File: config.mk
export PLATFORM = sky130hd
export DESIGN_NAME = p_mul_arb
export DESIGN_NICKNAME = d
export VERILOG_FILES = /design/src/rtl/p_mul_arb_pkg.sv /design/src/rtl/p_mul_arb_rr2.sv /design/src/rtl/p_mul_arb.sv
export SDC_FILE = /design/constraint.sdc
export NUM_CORES = 1
export LEC_CHECK = 0
export CORE_AREA = 2 2 128 130
export CTS_CLUSTER_DIAMETER = 40
export DETAILED_ROUTE_END_ITERATION = 10
export DIE_AREA = 0 0 130 132
export MAX_ROUTING_LAYER = met4
export PLACE_DENSITY = 0.79
export SYNTH_ARGS = -nofsm -noshare
export SYNTH_HDL_FRONTEND = slang
export SYNTH_SLANG_ARGS = --single-unit
File: constraint.sdc
create_clock -name clock -period 3.4 [get_ports clock]
set_input_delay 1.02 -clock clock [delete_from_list [all_inputs] [get_ports clock]]
set_output_delay 1.02 -clock clock [all_outputs]
set_load 0.02 [all_outputs]
File: src/rtl/p_mul_arb_pkg.sv
// Shared constants for the p_mul arbiter: state encoding, pack-width bits, op bundle.
// Latency: n/a (definitions only).
// Backpressure: n/a.
package p_mul_arb_pkg;

  localparam int XLEN = 32;
  localparam int PW_W = 5;

  // One-hot pack-width bit positions
  localparam int PW32_BIT = 0;
  localparam int PW16_BIT = 1;
  localparam int PW8_BIT  = 2;

  // Sequencer states
  localparam logic [1:0] ST_IDLE = 2'd0;
  localparam logic [1:0] ST_BUSY = 2'd1;
  localparam logic [1:0] ST_RESP = 2'd2;

  // Operation bundle handed to the multiplier: 3 op bits + pw + two operands
  localparam int OP_W = 3 + PW_W + 2 * XLEN;

  typedef struct packed {
    logic            mul_l;
    logic            mul_h;
    logic            clmul;
    logic [PW_W-1:0] pw;
    logic [XLEN-1:0] crs1;
    logic [XLEN-1:0] crs2;
  } op_t;

  // Legal pack width: exactly one of 32/16/8 selected, upper bits clear
  function automatic logic pw_legal(input logic [PW_W-1:0] pw);
    logic [2:0] w;
    w = pw[PW8_BIT:PW32_BIT];
    return (pw[PW_W-1:3] == 2'b00) &&
           ((w == 3'b001) || (w == 3'b010) || (w == 3'b100));
  endfunction

endpackage

File: src/rtl/p_mul_arb_rr2.sv
// Two-way round-robin picker: one-hot grant from request vector and last winner.
// Latency: purely combinational.
// Backpressure: none; the caller masks requests when it cannot accept.
module rr_arb2 (
  input  logic [1:0] req_i,
  input  logic       last_i,
  output logic [1:0] grant_o
);

  // A single requester wins outright; on a tie the port that did not win last goes
  always_comb begin
    grant_o = 2'b00;
    if (req_i == 2'b11) begin
      grant_o = last_i ? 2'b01 : 2'b10;
    end else begin
      grant_o = req_i;
    end
  end

endmodule

File: src/rtl/p_mul_arb.sv
// Arbitrates two issue ports onto the shared packed multiplier and returns results.
// Latency: accept T, response at T+2+L (L=32/16/8), illegal pw answered at T+1.
// Backpressure: one op in flight; no grant until the owner accepts its response.
module p_mul_arb
  import p_mul_arb_pkg::*;
(
  input  logic            clock,
  input  logic            resetn,
  input  logic            req0_valid,
  output logic            req0_ready,
  input  logic            req0_mul_l,
  input  logic            req0_mul_h,
  input  logic            req0_clmul,
  input  logic [PW_W-1:0] req0_pw,
  input  logic [XLEN-1:0] req0_crs1,
  input  logic [XLEN-1:0] req0_crs2,
  input  logic            req1_valid,
  output logic            req1_ready,
  input  logic            req1_mul_l,
  input  logic            req1_mul_h,
  input  logic            req1_clmul,
  input  logic [PW_W-1:0] req1_pw,
  input  logic [XLEN-1:0] req1_crs1,
  input  logic [XLEN-1:0] req1_crs2,
  output logic            rsp0_valid,
  input  logic            rsp0_ready,
  output logic [XLEN-1:0] rsp0_data,
  output logic            rsp0_err,
  output logic            rsp1_valid,
  input  logic            rsp1_ready,
  output logic [XLEN-1:0] rsp1_data,
  output logic            rsp1_err,
  output logic            mul_valid,
  input  logic            mul_ready,
  output logic            mul_mul_l,
  output logic            mul_mul_h,
  output logic            mul_clmul,
  output logic [PW_W-1:0] mul_pw,
  output logic [XLEN-1:0] mul_crs1,
  output logic [XLEN-1:0] mul_crs2,
  input  logic [XLEN-1:0] mul_result
);

  logic [1:0]      state_q, state_d;
  logic            owner_q, owner_d;
  logic            last_q, last_d;
  op_t             op_q, op_d;
  logic [XLEN-1:0] rsp_data_q, rsp_data_d;
  logic            rsp_err_q, rsp_err_d;

  logic            is_idle;
  logic [1:0]      req_vld;
  logic [1:0]      grant;
  logic            accept;
  logic            rsp_hs;
  op_t             req0_op, req1_op, sel_op, mul_op;

  assign is_idle = (state_q == ST_IDLE);
  assign req_vld = {req1_valid, req0_valid} & {2{is_idle}};

  rr_arb2 u_rr (
    .req_i   (req_vld),
    .last_i  (last_q),
    .grant_o (grant)
  );

  assign req0_ready = grant[0];
  assign req1_ready = grant[1];
  assign accept     = |grant;

  assign req0_op = {req0_mul_l, req0_mul_h, req0_clmul, req0_pw, req0_crs1, req0_crs2};
  assign req1_op = {req1_mul_l, req1_mul_h, req1_clmul, req1_pw, req1_crs1, req1_crs2};
  assign sel_op  = grant[1] ? req1_op : req0_op;

  assign rsp_hs = (state_q == ST_RESP) && (owner_q ? rsp1_ready : rsp0_ready);

  // Sequencer: grant in IDLE, hold the op through BUSY, wait for the owner in RESP
  always_comb begin
    state_d    = state_q;
    owner_d    = owner_q;
    last_d     = last_q;
    op_d       = op_q;
    rsp_data_d = rsp_data_q;
    rsp_err_d  = rsp_err_q;
    case (state_q)
      ST_IDLE: begin
        if (accept) begin
          owner_d = grant[1];
          last_d  = grant[1];
          op_d    = sel_op;
          if (pw_legal(sel_op.pw)) begin
            state_d = ST_BUSY;
          end else begin
            // Illegal width is answered immediately; the multiplier never starts
            rsp_data_d = '0;
            rsp_err_d  = 1'b1;
            state_d    = ST_RESP;
          end
        end
      end
      ST_BUSY: begin
        if (mul_ready) begin
          rsp_data_d = mul_result;
          rsp_err_d  = 1'b0;
          state_d    = ST_RESP;
        end
      end
      ST_RESP: begin
        if (rsp_hs) begin
          state_d = ST_IDLE;
        end
      end
      default: state_d = ST_IDLE;
    endcase
  end

  // State and datapath registers with synchronous active-low reset
  always_ff @(posedge clock) begin
    if (!resetn) begin
      state_q    <= ST_IDLE;
      owner_q    <= 1'b0;
      last_q     <= 1'b1;
      op_q       <= '0;
      rsp_data_q <= '0;
      rsp_err_q  <= 1'b0;
    end else begin
      state_q    <= state_d;
      owner_q    <= owner_d;
      last_q     <= last_d;
      op_q       <= op_d;
      rsp_data_q <= rsp_data_d;
      rsp_err_q  <= rsp_err_d;
    end
  end

  // Valid drops in RESP so the multiplier does not restart after its finish pulse
  assign mul_valid = (state_q == ST_BUSY);
  assign mul_op    = is_idle ? '0 : op_q;
  assign mul_mul_l = mul_op.mul_l;
  assign mul_mul_h = mul_op.mul_h;
  assign mul_clmul = mul_op.clmul;
  assign mul_pw    = mul_op.pw;
  assign mul_crs1  = mul_op.crs1;
  assign mul_crs2  = mul_op.crs2;

  // Only the owning port sees the response; the other side reads zero
  assign rsp0_valid = (state_q == ST_RESP) && !owner_q;
  assign rsp1_valid = (state_q == ST_RESP) &&  owner_q;
  assign rsp0_data  = rsp0_valid ? rsp_data_q : '0;
  assign rsp1_data  = rsp1_valid ? rsp_data_q : '0;
  assign rsp0_err   = rsp0_valid && rsp_err_q;
  assign rsp1_err   = rsp1_valid && rsp_err_q;

endmodule

* Word level (Yosys, flattened, before mapping) *
Cells that the tools add are included.

operators by class
  add/subtract/negate cells = 0
  multipliers = 0
  divide/modulo/power cells = 0
  $lt $le $gt $ge = 0
  equal/unequal tests = 10
  shift-type cells = 0
  mux-type cells = 20
  bitwise gates (word level) = 1
  reductions and logical operators = 16

operators with widths
  operator            number
  $mux 32             5
  $mux 72             2
  $pmux 32 s2         1
  $mux 2              6
  $logic_and 1x1->1   6
  $pmux 2 s3          1
  $eq 2x2->1 const B  2
  $logic_not 2->1     2
  $mux 1              4
  $ne 2x1->1 const B  2
  $ne 2x2->1 const B  2
  $reduce_and 4->1    1
  $eq 3x1->1 const B  1
  $eq 3x2->1 const B  1
  $eq 3x3->1 const B  1
  $reduce_and 3->1    1
  $and 2x2->2         1
  $eq 2x1->1 const B  1
  $logic_or 1x1->1    2
  $pmux 1 s2          1
  $reduce_and 2->1    1
  $reduce_bool 2->1   1
  $reduce_or 2->1     1
  $logic_not 1->1     1

storage, ports and cells
  flip-flop bits (word level) = 109
  latch bits = 0
  memory bits (writable) = 0
  memory bits (read-only) = 0
  bits of input ports = 183
  output and inout port bits = 143
  memories = 0

* Longest topological paths before layout *
Gate-level depths: netlist of the first run.

  depth in word-level cells = 12
  gate-level depth with buffers = 6

* Hierarchy *
From an unflattened synthesis of the first run, not the netlist that was laid out.

unflattened totals
  cell total of the unflattened synthesis = 664
  area total of the unflattened synthesis = 5735.5 µm²

by module, submodules not included
  module     instances  cells each  area an instance (µm²)  sequential area each (µm²)
  p_mul_arb  1          661         5716.7                  2182.1
  rr_arb2    1          3           18.8                    0.0

* Worst setup path before layout of the first run *
OpenSTA, ideal clock, no wires.

  kind = input to output
  start point = in req1_valid
  end point = out req1_ready
  arrival = 1.903 ns
  required time = 2.380 ns
  slack = 0.477 ns
  stages on the path = 5
  buffers on the path = 2
  cell sequence = a21boi_2 -> nand2_1 -> buf_2 -> buf_2 -> inv_1

between the ends
  word-level cells in the longest chain between the ends = 3

RTL lines
  what             line                 source
  from (decl)      p_mul_arb.sv:17      input logic req1_valid,
  $and 2x2->2 (*)  p_mul_arb.sv:59      assign req_vld = {req1_valid, req0_valid} & {2{is_idle}};
  $eq 2x2->1       p_mul_arb_rr2.sv:13  if (req_i == 2'b11) begin
  $mux 2 (*)       p_mul_arb_rr2.sv:13
  to (decl)        p_mul_arb.sv:18      output logic req1_ready,

Every way passes the cells marked *; elsewhere a longest branch is shown, timed or not.

* Worst setup path after layout of the first run *
  start point = in req1_valid
  end point = out req0_ready

between the ends
  word-level cells in the longest chain between the ends = 3

RTL lines
  what         line                 source
  $and 2x2->2  p_mul_arb.sv:59
  $eq 2x2->1   p_mul_arb_rr2.sv:13
  $mux 2       p_mul_arb_rr2.sv:13
  to (decl)    p_mul_arb.sv:10      output logic req0_ready,

No other way between the ends.

==> metrics.yaml, run 1 <==
rows: 46
cts.htree.levels: 3
dp_slack_ns: -0.0961
tightest_slew_ns: 0.801
cp-start-kind: "primary input"
io_buffers: 325
viasPerCell: 5.22
hpwlAfterDp_mm: 14.2
die_y_um: 132
instances_no_fill: 1251
clock.fmax_mhz: 298
ios: 326
synth_area_sq_um: 5950
cts_buffer_depth: 2
synthCells: 757
crit_chain: "clkdlybuf4s50_1 > nand2b_1 > and3_1 > clkdlybuf4s50_1"
min_path_cells: 2
synth_seq_cells: 109
layout_commonest_cell: "clkdlybuf4s50_1"
worst_path_max_delay_cell: "clkdlybuf4s50_1"
drive_gt1_share_pct: 5.90
placed_cells: 1236
vias: 6527
power.leakage_nw: 3.44
clock_latency_ns: 0.34
synth_edf_count: 0
drt-pass1-iter-count: 4
maxSlewHeadroom_pct: 46.6
drt_iter0_markers: 378
clockRootBuffer: "clkbuf_16"
antenna_found_initial: 1
synth_flop_cell: "dfxtp_1"
grt-ovfl-total: 0
track_usage_pct: 23.3
finalSetupViolCount: 0
critical_path_depth: 4
tns_ns: 0
clkTransAtPathRegs_ns: 0.07
nets: 1214
path_common_cell: "clkdlybuf4s50_1"
crit_buf_inv: 2
power_density_nw_per_um2: 370
drc: 0
min_period_ns: 3.35
hold_path.class: "reg -> reg"
cts_hold_buf: 0
worstReg2RegStart: "state_q[0]"
postRouteAntennaNets: 0
die_w_um: 130
syn-num-nets: 940
holdWs_ns: 0.493
grt_pass1_wl_mm: 31.3
rsz0062_at_grt: "false"
status: "finished, final reports clean"
final_cell_mix: "324 x clkdlybuf4s50_1, 109 x dfxtp_1, 87 x a311oi_1"
min_to: "op_q[40]"
postLayoutCellArea_sq_um: 9670
worstRegToRegCells: 7
max_stage_delay_ns: 0.59
postPlaceCellArea_sq_um: 9400
min_from: "op_q[40]"
async_flop_share_pct: 0
vdd_drop_max_v: 0.000232
wire_per_inst_um: 15.9
grt_pass1_vias: 6000
critPathKind: "in -> out"
gp_congestion: 0.848
worst_ep_required_time_ns: 2.38
fin_skew_ns: 0.00733
grt_max_degree: 98
syn_area_per_cell_sq_um: 7.86
cts_made_buffers: 9
critPathArrivalTime_ns: 2.33
path_delay_family: "buffers and inverters"
start_util_pct: 37.9
hold_violations: 0
maxCapViolCount: 0
slew_viol_final: 0
period_share_pct: 98.5
wl_mm: 19.9
cts_tree: "yes"
cts_sinks: 109
end_kind: "output pin"
worst_slack_ns: 0.0496
area_growth_pct: 62.4
ys_seq_area_share_pct: 36.7
ys_warn_count: 0
synth_cell_type_count: 39
regToRegEndpoint: "op_q[21]"
r2r_setup_slack_ns: 1.08
cp_max_fo: 4
die_area_sq_um: 17200
core_area_sq_um: 15700
## worst min-delay path: stages, from the launching register on
cell	delay (ns)
dfxtp_1	0.31
nor2_1	0.09
a311oi_1	0.05
## power by group
| part | switching [mW] | internal [mW] | total, mW |
|---|---|---|---|
| clock | 0.463 | 0.528 | 0.991 |
| sequential | 0.0590 | 1.40 | 1.46 |
| combinational | 0.586 | 0.542 | 1.13 |
| total | 1.11 | 2.47 | 3.57 |
## per-stage QoR
| step | total power, mW | util, % |
|---|---|---|
| floorplan | 2.10 | - |
| global placement | 2.60 | 59.8 |
| detailed placement | 2.62 | 59.8 |
| CTS | 3.60 | 61.5 |
| global route | 3.76 | 61.5 |
| finish | 3.57 | 61.5 |
## Yosys cell counts (2+ instances only)
| master | count | share of area [%] |
|---|---|---|
| dfxtp_1 | 109 | 37 |
| a311oi_1 | 87 | 13 |
| nor2_1 | 77 | 4.9 |
| nand2_1 | 76 | 4.8 |
| nand3_1 | 72 | 6.1 |
| nor2b_1 | 72 | 7.6 |
| and2_1 | 67 | 7.0 |
| a21oi_1 | 66 | 5.5 |
| clkbuf_1 | 44 | 2.8 |
| buf_2 | 28 | 2.4 |
| a311oi_2 | 17 | 4.3 |
| buf_1 | 6 | 0.38 |
| o21ai_0 | 5 | 0.42 |
| buf_4 | 4 | 0.50 |
| inv_1 | 2 | 0.13 |
| nor3_1 | 2 | 0.17 |
## sequential cells by signal (all words and copies together), names as in the netlist
name,count
op_q,72
rsp_data_q,32
state_q,2
last_q,1
owner_q,1
rsp_err_q,1
## repair_timing
| item | in CTS | in global routing |
|---|---|---|
| buffers inserted | 0 | 0 |
| endpoints found under the hold margin | 0 | 0 |
| endpoints found under the setup margin | 1 | 0 |
| gates resized for setup | 1 | 0 |
## kinds of logic after synthesis
| kind of cell | after synthesis | synth area share, % |
|---|---|---|
| AOI/OAI and AO/OA | 185 | 24.9 |
| xor gates and xnor gates | 2 | 0.294 |
| buffers and inverters | 86 | 6.39 |
| DFF | 109 | 36.7 |
| muxes | 1 | 0.189 |
| and+or+nand+nor | 374 | 31.5 |
## cell type report
type / instances / area, sq um
Tap cell: 216 / 270
Sequential cell: 109 / 2180
Antenna cell: 1 / 2.50
Clock buffer: 12 / 256
Fill cell: 1422 / 6050
Multi-Input combinational cell: 562 / 3420
Timing Repair Buffer: 346 / 3510
Clock inverter: 2 / 10.0
Inverter: 3 / 13.8
## how the worst max path moves through the flow
stage	from	end
2_1_floorplan	req1_valid	req1_ready
3_3_place_gp	req1_valid	req1_ready
3_5_place_dp	req1_valid	req1_ready
4_1_cts	req0_valid	req0_ready
5_1_grt	req1_valid	req0_ready
6_report	req1_valid	req0_ready
## metal layers
metal	share of wire [%]	global-route usage [%]
met5	0	-
met4	2.3	7.95
met3	7.3	5.32
met2	49	37.5
met1	42	28.5
(Power assumes the default switching activity.)
==> run 2: changes to the inputs <==
Settings changed: SLEW_MARGIN set to 0.
==> results of run 2 <==
No change in the layout: final DEF, timing and power equal those of run 1.
==> patch 1: new RTL, settings of run 2 <==
Set the package constant `PW_W` to 6 (it was 5).
--- a/src/rtl/p_mul_arb_pkg.sv
+++ b/src/rtl/p_mul_arb_pkg.sv
@@ -4,7 +4,7 @@
 package p_mul_arb_pkg;
 
   localparam int XLEN = 32;
-  localparam int PW_W = 5;
+  localparam int PW_W = 6;
 
   // One-hot pack-width bit positions
   localparam int PW32_BIT = 0;
Ports: changed (resized mul_pw, req0_pw and req1_pw); port bits go from 326 to 329. No check against the original RTL was run, so the function may have changed too.
==> patch 1 against run 2 <==
  * Power decreased by 1.5%
  * Critical path type is now reg2out
  * Global-route usage down 0.77 points
  * Sequential share of layout area increased by 0.55 points
  * Fmax grew 6.1%
  * Via count decreased by 6.6%
  * Sequential cell count rose by 1
  * Worst setup slack improved by 0.19 ns
  * Routed wire length shrank 3.2%
  * Area after synthesis fell by 4.3%
  * Largest cell class unchanged
  * Final area down 1.5%
  * Highest routed layer unchanged
  * Core utilization is 0.90 points lower
==> patch 1: results (changes against run 2) <==
| Metric | Value |
|---|---|
| Synth Area in XOR/XNOR | 0.3075% (+0.013 points) |
| Nets | 1222 (+0.66%) |
| Skew-Pair Late Insertion Delay | roughly 0.35 ns |
| Share of cells above drive strength 1 | 4.515% (-1.4 points) |
| Clock slew at reported path FFs | 0.07 ns (about the same) |
| Vias in the first global route | 5756 (-4.1%) |
| Slew headroom | 57.80% (+11 points) |
| Initial antenna violation count | 0 (-1) |
| Synthesis Warnings | 0 (unchanged) |
| Synth Area in Adders | 0% (unchanged) |
| Synth area leaders | dfxtp_1, nand2_1, a311oi_1 |
| FILL cells | 1390 (-2.3%) |
| Number of H-tree levels | 3 (unchanged) |
| Largest net degree at the start of global routing | 69 (-30%) |
| Slowest CP cell | clkdlybuf4s50_1 |
| Complex-gate fraction of the synthesized area | 12.41% (-13 points) |
| Clock Skews | 0.005645 ns (-0.001685 ns) |
| Status | finished, final reports clean |
| GRT overflow | 0 (unchanged) |
| Antenna diode count | 0 (-1) |
| Port buffer count | 328 (+0.92%) |
| Main flop type after synthesis | dfxtp_1 |
| RePlAce Congestion | 0.8003 (-5.6%) |
| Post-synth top cells | nand2_1, dfxtp_1, nor2_1, nor2b_1, a311oi_1 |
| Via count | 6097 (-6.6%) |
| Leakage power total | 3.659 nW (+6.4%) |
| Top flop regs | op_q x73, rsp_data_q x32, state_q x2 |
| Post-CTS resize count | 0 (-1) |
| Starting DRT DRC Count | 267 (-29%) |
| Ys async rst share | 0% (unchanged) |
| Crit-path max FO | 34 (+30) |
| DRC violation count after routing | 0 (unchanged) |
| Post-Place Worst Slack | 0.02704 ns (+0.1232 ns) |
| Root Buffer Master | clkbuf_16 |
| Yosys cell types | 33 (-15%) |
| Worst VDD drop | 218.0 uV (-5.9%) |
| CTS max path bufs | 2 (unchanged) |
| Syn_nets | 928 (-1.3%) |
| Min-Delay Path Class | reg2reg |
| Mux cell area share after synthesis | 6.853% (+6.7 points) |
| Routed wire length | 19.29 mm (-3.2%) |
| Register area share after synthesis | 38.66% (+2.0 points) |
| CP max stage delay | 0.61 ns (+0.02 ns) |
| First-pass GRT wire length | 29.86 mm (-4.4%) |
| Drt pass-1 iters | 5 (+1) |
| Post-detail-place hpwl | 14.28 mm (+0.23%) |
| Number of flops mapped to enable cells by yosys | 0 (unchanged) |
| CTS buffer count | 9 (unchanged) |
| Setup Fix Bufs, Post-CTS | 0 (unchanged) |
| Total Routing Usage GR | 22.51% (-0.77 points) |
==> patch 1: cell count changes in the layout (fill, tap and decap cells not counted), moves of 17 or more <==
cell / before / now
nand3_1: 72 / 32
a311oi_1: 87 / 67
a21oi_1: 66 / 3
a311oi_2: 17 / 0
nand2_1: 75 / 171
mux2i_1: 0 / 39
==> patch 1: power by group <==
| group | total [mW] | leakage, nW | switching [mW] | internal (mW) |
|---|---|---|---|---|
| clock | 1.01 | 0.133 | 0.471 | 0.535 |
| combinational | 1.05 | 2.62 | 0.517 | 0.537 |
| sequential | 1.46 | 0.906 | 0.0557 | 1.41 |
| total | 3.52 | 3.66 | 1.04 | 2.48 |
==> patch 1: final cells by class <==
| class | instances | area share [%] |
|---|---|---|
| repair buffers | 352 | 37.25 |
| multi-input cells | 562 | 33.89 |
| flip-flops and latches | 110 | 23.12 |
| well taps | 216 | 2.837 |
| clock buffers | 14 | 2.772 |
| inverters | 2 | 0.07881 |
| clock inverters | 1 | 0.05254 |
==> patch 1: cell families after synthesis <==
| kind of cell | after synthesis |
|---|---|
| AND/OR/NAND/NOR | 436 |
| flip-flops | 110 |
| AO/OA/AOI/OAI | 85 |
| buffers and inverters | 71 |
| multiplexers | 39 |
| XOR/XNOR | 2 |
==> patch 1: per-stage QoR <==
step	std cells	area [um^2]	utilization [%]	total power [mW]
finish	1257	9525	60.62	3.523
detailed placement	1242	9251	58.88	2.555
global placement	1242	9251	58.88	2.539
floorplan	743	5697	-	2.040
global route	1257	9525	60.62	3.713
CTS	1257	9520	60.59	3.563
==> patch 1: final timing paths <==
path,start,to,slack [ns],depth (start not counted)
worst max-delay path,state_q[1],rsp1_data[10],0.24,4
worst min-delay path,rsp_data_q[7],rsp_data_q[7],0.46,2
worst max register to register,state_q[1],op_q[23],1.07,7
worst min register to register,rsp_data_q[7],rsp_data_q[7],0.46,2
==> patch 1: worst max-delay path, delay by kind of cell, from the launching register on <==
family,cells,cell delay [ns]
simple gates,2,0.42
buf+inv,2,0.89
flops,1,0.47
==> patch 1: metal layers <==
| layer | vias to the layer above | share of wire (%) | global-route usage (%) | wire [um] |
|---|---|---|---|---|
| met2 | 235 | 49 | 37.32 | 9511 |
| li1 | 3073 | - | - | - |
| met5 | - | 0 | - | 0 |
| met1 | 2765 | 42 | 27.55 | 8154 |
| met3 | 24 | 6.7 | 4.545 | 1302 |
| met4 | 0 | 1.7 | 6.511 | 324 |
==> patch 2: new RTL, flow settings as in run 2 <==
Made on the original files. Take the reset off `rsp_data_q` and load it in a clocked block of its own.
--- a/src/rtl/p_mul_arb.sv
+++ b/src/rtl/p_mul_arb.sv
@@ -121,16 +121,18 @@
       owner_q    <= 1'b0;
       last_q     <= 1'b1;
       op_q       <= '0;
-      rsp_data_q <= '0;
       rsp_err_q  <= 1'b0;
     end else begin
       state_q    <= state_d;
       owner_q    <= owner_d;
       last_q     <= last_d;
       op_q       <= op_d;
-      rsp_data_q <= rsp_data_d;
       rsp_err_q  <= rsp_err_d;
     end
+  end
+
+  always_ff @(posedge clock) begin
+    rsp_data_q <= rsp_data_d;
   end
 
   // Valid drops in RESP so the multiplier does not restart after its finish pulse
Check against the original RTL: no difference found for any inputs over 4 cycles, from zero or initial values and one cycle with resetn low; that may be too few to reach the edited logic, so the function may still have changed.
==> patch 2 against run 2 <==
  * Worst hold slack got worse by 0.018 ns
  * Critical path depth increased by 1
  * Sequential power increased by 12%
  * First-iteration DRC count decreased by 11%
  * Worst setup slack improved by 0.092 ns
  * Power increased by 16%
  * Area after synthesis decreased by 5.1%
  * Clock power increased by 14%
  * Final area decreased by 2.4%
  * Routed wire length decreased by 7.2%
  * Global-route usage decreased by 1.4 points
  * Sequential cell count unchanged
  * Largest cell class unchanged
==> patch 2: results (changes against run 2) <==
| Metric | Value |
|---|---|
| Status | finished, final reports clean |
| Register area share after synthesis | 44.30% (+7.6 points) |
| Post-synth top cells | and2_1, dfxtp_1, nand2_1, nor2_1 |
| Antenna diode count | 0 (-1) |
| Vias in the first global route | 5405 (-9.9%) |
| Syn Inst Count | 669 (-12%) |
| Largest net degree at the start of global routing | 81 (-17%) |
| Synth area leaders | dfxtp_1, edfxtp_1, a311oi_1 |
| Leakage power total | 3.518 nW (+2.3%) |
| Share of cells above drive strength 1 | 4.258% (-1.6 points) |
| Critical path arrival | 2.24 ns (-0.09 ns) |
| Period utilization | 95.83% (-2.7 points) |
| Worst VDD drop | 253.5 uV (+9.4%) |
| Routed wire length | 18.48 mm (-7.2%) |
| Post-detail-place hpwl | 12.99 mm (-8.8%) |
| Setup Fix Bufs, Post-CTS | 0 (unchanged) |
| Root Buffer Master | clkbuf_16 |
| Number of flops mapped to enable cells by yosys | 32 (+32) |
| Clock Skews | 0.01108 ns (+0.003750 ns) |
| Via count | 5812 (-11%) |
| Area after DPL | 9123 um^2 (-2.9%) |
| First-pass GRT wire length | 28.75 mm (-8.0%) |
| Post-CTS resize count | 2 (+1) |
| Worst Tran Pin Value | 0.8210 ns (+0.01983 ns) |
| Number of H-tree levels | 3 (unchanged) |
| Top flop regs | op_q x72, rsp_data_q x32, state_q x2 |
| Syn_nets | 852 (-9.4%) |
| Starting DRT DRC Count | 338 (-11%) |
| Nets | 1141 (-6.0%) |
| Skew-Pair Late Insertion Delay | 0.35 ns |
| Drt pass-1 iters | 4 (unchanged) |
| Initial antenna violation count | 0 (-1) |
| Synthesis Warnings | 0 (unchanged) |
| Port buffer count | 325 (unchanged) |
| FILL cells | 1392 (-2.1%) |
| Total Routing Usage GR | 21.89% (-1.4 points) |
| DRC violation count after routing | 0 (unchanged) |
| Switching share of total power | 31.04% (+0.047 points) |
| CTS max path bufs | 2 (unchanged) |
| Post-Place Worst Slack | -0.1431 ns (-0.04700 ns) |
| Yosys cell types | 34 (-13%) |
| RePlAce Congestion | 0.8215 (-3.1%) |
| Crit-path max FO | 2 (-2) |
[patch 2: changes by cell type after synthesis, moves of 6 or more]
cell      change
a21oi_1      -64
a311oi_1     -15
a311oi_2     -17
and2_1       +31
buf_1         -6
clkbuf_1     -17
dfxtp_1      -32
edfxtp_1     +32
[patch 2: worst paths after layout]
path / start / endpoint / slack, ns / cells past startpoint
max: req1_valid / req1_ready / 0.14 / 5
min reg2reg: rsp_err_q / rsp_err_q / 0.48 / 2
min: rsp_err_q / rsp_err_q / 0.48 / 2
max reg2reg: state_q[1] / op_q[53] / 1.18 / 6
[patch 2: power by group through the flow]
stage                     Clock [mW]  Sequential (mW)  Combinational [mW]
final                           1.13             1.63                1.39
after global routing            1.21             1.65                1.51
after CTS                       1.16             1.63                1.41
after detailed placement           0             1.66                1.41
after global placement             0             1.65                1.39
after floorplan                    0             1.63               0.784
[patch 2: kinds of logic after synthesis]
kind of cell / synth area share [%]
simple gates: 36.28
flops: 44.30
compound gates: 13.31
buf+inv: 5.626
xor+xnor: 0.3101
mux: 0.1772
[patch 2: area by class of cell]
type / count / share of cell area [%]
timing repair buffer: 343 / 36.68
multi-input combinational: 493 / 30.51
sequential: 109 / 26.52
tap: 216 / 2.864
clock buffer: 9 / 2.387
clock inverter: 7 / 0.9548
inverter: 2 / 0.07957
[patch 2: worst max-delay path, cell delays in order]
cell,delay [ns]
clkdlybuf4s50_1,0.49
a21boi_4,0.24
nand2_2,0.08
inv_1,0.06
dlygate4sd2_1,0.35
[patch 2: layer usage]
layer	up-vias	track usage (%)	part of all wire, %
li1	2890	-	-
met1	2654	25.59	41
met3	33	4.992	7.4
met4	0	9.259	3.2
met2	235	35.92	49
met5	-	-	0
[patch 2: stage by stage]
step	power [mW]	util (%)	hold WS, ns	instances	TNS, ns
after floorplan	2.415	-	0.4508	669	0
after global placement	3.045	58.06	0.4665	1163	-0.1955
after detailed placement	3.066	58.06	0.4668	1163	-0.2021
after CTS	4.196	60.05	0.4769	1179	0
after global routing	4.373	60.05	0.4993	1179	0
final	4.145	60.05	0.4751	1179	0
